[src/rtl/jk_ff_bank.sv]
// jk_ff_bank: a bank of WIDTH independent flip-flops whose per-bit behaviour
// is selected at run time by mode (00 JK, 01 SR, 10 D, 11 T).
// q is registered, q_n is its combinational inverse, chg pulses for one
// cycle whenever q takes a new value (reset loads excluded).
// Optional feature: define JK_FF_BANK_ERR_EN to enable a sticky err flag
// that records illegal SR inputs (S=R=1 on any bit during an enabled cycle).
// Without the macro err is constant 0 and err_clr is ignored.
module jk_ff_bank #(
    parameter int               WIDTH   = 8,
    parameter logic [WIDTH-1:0] RST_VAL = {WIDTH{1'b0}}
) (
    input  logic             clk,
    input  logic             rst,
    input  logic             en,
    input  logic [1:0]       mode,
    input  logic [WIDTH-1:0] j,
    input  logic [WIDTH-1:0] k,
    input  logic             err_clr,
    output logic [WIDTH-1:0] q,
    output logic [WIDTH-1:0] q_n,
    output logic             chg,
    output logic             err
);

    localparam logic [1:0] MODE_JK = 2'b00;
    localparam logic [1:0] MODE_SR = 2'b01;
    localparam logic [1:0] MODE_D  = 2'b10;
    localparam logic [1:0] MODE_T  = 2'b11;

    logic [WIDTH-1:0] q_q, q_d;
    logic             chg_q, chg_d;
    logic             err_q, err_d;

    // Per-bit next state for the selected mode; every bit is independent,
    // so the whole bank is expressed with bitwise vector operations.
    always_comb begin
        q_d = q_q;
        if (en) begin
            case (mode)
                // JK: set where J & ~Q, keep where ~K & Q; 11 toggles.
                MODE_JK: q_d = (j & ~q_q) | (~k & q_q);
                // SR: set on S-only, clear on R-only, hold on 00 and on 11.
                MODE_SR: q_d = (q_q | (j & ~k)) & ~(k & ~j);
                MODE_D:  q_d = j;
                MODE_T:  q_d = q_q ^ j;
                default: q_d = q_q;
            endcase
        end
    end

    // chg reports any bit difference between the new and current value;
    // with en=0 q_d equals q_q so this is naturally 0.
    always_comb begin
        chg_d = (q_d != q_q);
    end

`ifdef JK_FF_BANK_ERR_EN
    // Sticky error: a new illegal SR input wins over a same-cycle clear.
    always_comb begin
        err_d = err_q;
        if (en && (mode == MODE_SR) && (|(j & k))) begin
            err_d = 1'b1;
        end else if (err_clr) begin
            err_d = 1'b0;
        end
    end
`else
    // Feature disabled: err never sets and err_clr has no effect.
    logic unused_err_clr;
    assign unused_err_clr = err_clr;

    always_comb begin
        err_d = 1'b0;
    end
`endif

    // State registers; synchronous reset overrides every other input and
    // discards the update that would otherwise be taken on this edge.
    always_ff @(posedge clk) begin
        if (rst) begin
            q_q   <= RST_VAL;
            chg_q <= 1'b0;
            err_q <= 1'b0;
        end else begin
            q_q   <= q_d;
            chg_q <= chg_d;
            err_q <= err_d;
        end
    end

    assign q   = q_q;
    assign q_n = ~q_q;
    assign chg = chg_q;
    assign err = err_q;

endmodule

[config.mk]
export PLATFORM = sky130hd
export DESIGN_NAME = jk_ff_bank
export DESIGN_NICKNAME = d
export VERILOG_FILES = /design/src/rtl/jk_ff_bank.sv
export SDC_FILE = /design/constraint.sdc
export NUM_CORES = 1
export LEC_CHECK = 0
export CELL_PAD_IN_SITES_DETAIL_PLACEMENT = 0
export CELL_PAD_IN_SITES_GLOBAL_PLACEMENT = 1
export CORE_MARGIN = 2
export CORE_UTILIZATION = 32
export CTS_BUF_LIST = sky130_fd_sc_hd__clkbuf_16
export DETAILED_ROUTE_END_ITERATION = 7
export HOLD_SLACK_MARGIN = 0.12
export PLACE_DENSITY = 0.87
export REMOVE_ABC_BUFFERS = 1
export SETUP_SLACK_MARGIN = 0.4
export SLEW_MARGIN = 0
export SYNTH_ARGS = -nofsm -noshare
export SYNTH_HDL_FRONTEND = slang
export SYNTH_SLANG_ARGS = --single-unit
[constraint.sdc]
create_clock -name clk -period 3.3 [get_ports clk]
set_clock_uncertainty 0.2 [all_clocks]
set_input_delay 0.66 -clock clk [delete_from_list [all_inputs] [get_ports clk]]
set_output_delay 0.66 -clock clk [all_outputs]
set_load 0.01 [all_outputs]
==> PnR_summary.wiki <==
{| class="wikitable"
! Metric !! Value
|-
| Cts-stage hold buffer count || 0
|-
| Count of final max-slew check failures || 0
|-
| DRT Wirelength || 3070 um
|-
| Proportion of synthesized flip-flops having asynchronous set or reset || 0%
|-
| RePlAce Congestion || 0.784
|-
| Highest clock frequency the design can meet || 378 MHz
|-
| Remaining Overflow, GRT || 0
|-
| Standard-cell row count || 20
|-
| Via count || 1245
|-
| Number of buffers between clock root and the deepest sink || 2
|-
| Maximum number of pins on one net before global-route repair || 26
|-
| Final setup violation count || 0
|-
| Number of instances on the worst hold path || 2
|-
| Area enclosed by the die boundary || 0.00362 mm^2
|-
| Cell types with the largest area share after synthesis || sky130_fd_sc_hd__dfxtp_1 18%, sky130_fd_sc_hd__nand2_1 7.4%, sky130_fd_sc_hd__o22ai_1 6.8%
|-
| First-pass DRT Iterations || 4
|-
| Share of Yosys cell area claimed by the top area cell type || 17.9%
|-
| Count of flip-flops with a built-in enable after synthesis || 0
|-
| Post-Layout Cell Count || 219
|-
| Crit-path slowest cell || sky130_fd_sc_hd__clkdlybuf4s50_1
|-
| Final Critical Period || 2.64 ns
|-
| Count of synthesis-stage warnings from yosys || 0
|-
| Commonest cells after routing, fill and taps aside || 37 x sky130_fd_sc_hd__clkdlybuf4s50_1, 20 x sky130_fd_sc_hd__nand2_1, 13 x sky130_fd_sc_hd__a21oi_1
|-
| Average footprint of a synthesized cell || 7.20 um^2
|-
| Setup repair after global routing missed its margin || no
|-
| PostCTS Resize Cnt || 0
|-
| Insertion delay to the later sink of the worst-skew pair || 0.24 ns
|-
| Final #Nets || 198
|-
| Placed instance count || 215
|-
| Period utilisation layout || 80.1%
|-
| Antenna-violating nets left || 0
|-
| Die Width || 60.1 um
|-
| Worst slack after detailed placement || 0.413 ns
|-
| Startpoint types || input pin
|-
| Layout cells sized above 1 || 8.00%
|-
| Top Ports || 40
|-
| Clock transition at the registers of the reported paths || 0.04 ns
|-
| Worst-path fanout max || 16
|-
| Detailed-route wire length per cell || 14.0 um
|-
| Vias in the first global route || 1087
|-
| Share of synthesized area occupied by flip-flops and latches || 17.9%
|-
| Antenna violations before repair || 0
|-
| Arrival time reported for the critical path endpoint || 2.54 ns
|-
| 1st-iter DRT viols || 67
|-
| Global-route wire length before repair || 4890 um
|-
| Final number of hold-violating endpoints || 0
|-
| CTS Buf Count || 3
|-
| Number of standard cells after synthesis || 140
|-
| Sequence of cells on the critical path || clkdlybuf4s50_1, buf_4, or2b_1, o221ai_1, a221o_1, a22oi_1, a41oi_1
|-
| Reported max-cap violation count || 0
|-
| HPWL after detailed placement || 2240 um
|-
| DRC violation count after routing || 0
|-
| Design Power || 511 uW
|-
| Worst Reg-to-Reg Cells || 5
|-
| Relative area change from synthesis to final layout || 45.7%
|-
| Critical path capture point type || flop
|-
| Pwr dens || 348 mW/mm^2
|-
| Die boundary height || 60.1 um
|-
| Type of the worst setup path || in2reg
|-
| Cell area after placement || 0.00139 mm^2
|-
| Master cell of the clock root buffer || sky130_fd_sc_hd__clkbuf_16
|-
| TritonCTS clock tree || done
|-
| Largest stage delay, worst path || 0.66 ns
|-
| Port Buf Inserts || 37
|-
| Slack of the critical path || 0.657 ns
|-
| Critical register-to-register path endpoint || chg
|-
| Number of H-tree levels || 1
|-
| Source of the worst register-to-register timing path || q[3]
|-
| Standby leakage power || 0.000528 uW
|-
| Summed instance area of the synthesized netlist || 0.00101 mm^2
|-
| Outcome || finished clean
|-
| Sinks on the clock net || 9
|-
| Most common library cell in the layout ignoring fill and taps || sky130_fd_sc_hd__clkdlybuf4s50_1
|-
| Leading area contributor after synthesis || sky130_fd_sc_hd__dfxtp_1
|-
| Classification of the worst-slack hold path || reg2reg
|-
| Global-route usage over all layers || 17.6%
|-
| Post-synthesis cell type count || 46
|-
| Post-detailed-route via-to-cell ratio || 5.68
|-
| Total core area || 0.00303 mm^2
|-
| Total setup buffers inserted after CTS || 0
|-
| Gate family responsible for the most delay along the worst path || buffers and inverters
|-
| Setup crit end || chg
|-
| Number of storage elements in the synthesis netlist || 9
|-
| Count of buffer and inverter cells on the critical path || 2
|-
| Startpoint of the most critical setup path || mode[0]
|-
| Starting Density || 33.3%
|-
| Setup slack, reg-to-reg || 1.65 ns
|-
| Antenna diode instance count || 0
|-
| Main flop type after synthesis || sky130_fd_sc_hd__dfxtp_1
|-
| Worst path required time || 3.20 ns
|-
| Total number of cells along the worst setup path || 7
|-
| IR drop worst, VDD || 0.151 mV
|-
| Final setup TNS || 0 ns
|-
| Finished Cell Area || 0.00147 mm^2
|}
[flip-flops by register name (all words and copies together), names as in the netlist]
signal and flops:
q 8, chg 1
[area by class of cell]
type | instances | area (um^2)
inverter | 11 | 41.3
multi-input combinational | 110 | 713
sequential | 9 | 180
clock inverter | 1 | 3.75
tap | 44 | 55.1
fill | 303 | 1560
timing repair buffer | 41 | 400
clock buffer | 3 | 75.1
[kinds of logic (layout without fill, tap and decap cells)]
logic type / count (synthesis) / count (layout) / synth area share (%)
AO/OA/AOI/OAI: 62 / 62 / 44.3
AND/OR/NAND/NOR: 44 / 44 / 23.5
buffers and inverters: 21 / 56 / 11.4
flip-flops: 9 / 9 / 17.9
XOR/XNOR: 3 / 3 / 2.61
other: 1 / 1 / 0.372
[routing by layer]
metal / wire (um) / GRT usage, % / vias up
met3: 181 / 2.60 / 3
met4: 21 / 4.76 / 0
met1: 1400 / 23.9 / 585
met5: 0 / 0 / -
li1: - / - / 610
met2: 1470 / 28.7 / 47
[worst min path at each step]
stage | startpoint | end | slack [ns]
2_1_floorplan | q[6] | q[6] | 0.42
3_3_place_gp | q[6] | q[6] | 0.36
3_5_place_dp | q[6] | q[6] | 0.37
4_1_cts | q[6] | q[6] | 0.38
5_1_grt | q[6] | q[6] | 0.43
6_report | q[6] | q[6] | 0.38
[where the power goes]
part	internal, uW	switching [uW]
Combinational	86.4	77.8
Sequential	117	11.3
Clock	159	59.4
[metrics by stage]
step                      util (%)  hold slack [ns]
after floorplan                  -            0.424
after global placement        45.9            0.364
final                         48.5            0.380
after CTS                     48.5            0.380
after detailed placement      45.9            0.374
after global routing          48.5            0.434
[Yosys cell counts, types with 2 or more instances]
cell                        instances
sky130_fd_sc_hd__or3_1              3
sky130_fd_sc_hd__buf_2              3
sky130_fd_sc_hd__inv_1             10
sky130_fd_sc_hd__nor2_1             4
sky130_fd_sc_hd__dfxtp_1            9
sky130_fd_sc_hd__o21ai_0            4
sky130_fd_sc_hd__o221ai_1           3
sky130_fd_sc_hd__or3b_2             2
sky130_fd_sc_hd__xor2_1             3
sky130_fd_sc_hd__o211ai_1           2
sky130_fd_sc_hd__a211oi_1           5
sky130_fd_sc_hd__a221o_1            6
sky130_fd_sc_hd__o22ai_1           11
sky130_fd_sc_hd__a21oi_1           13
sky130_fd_sc_hd__nand2_1           20
sky130_fd_sc_hd__o22a_1             3
sky130_fd_sc_hd__o2bb2ai_1          2
sky130_fd_sc_hd__a31oi_1            2
sky130_fd_sc_hd__nand4_1            2
sky130_fd_sc_hd__or3b_1             2
sky130_fd_sc_hd__a221oi_1           4
sky130_fd_sc_hd__buf_4              2
sky130_fd_sc_hd__buf_6              2
[worst register-to-register path: cells and delay by family (launching register included)]
kind | cells | cell delay, ns
compound gates | 4 | 0.56
flops | 1 | 0.36
simple gates | 1 | 0.45
Power figures use the tool's default switching activity.
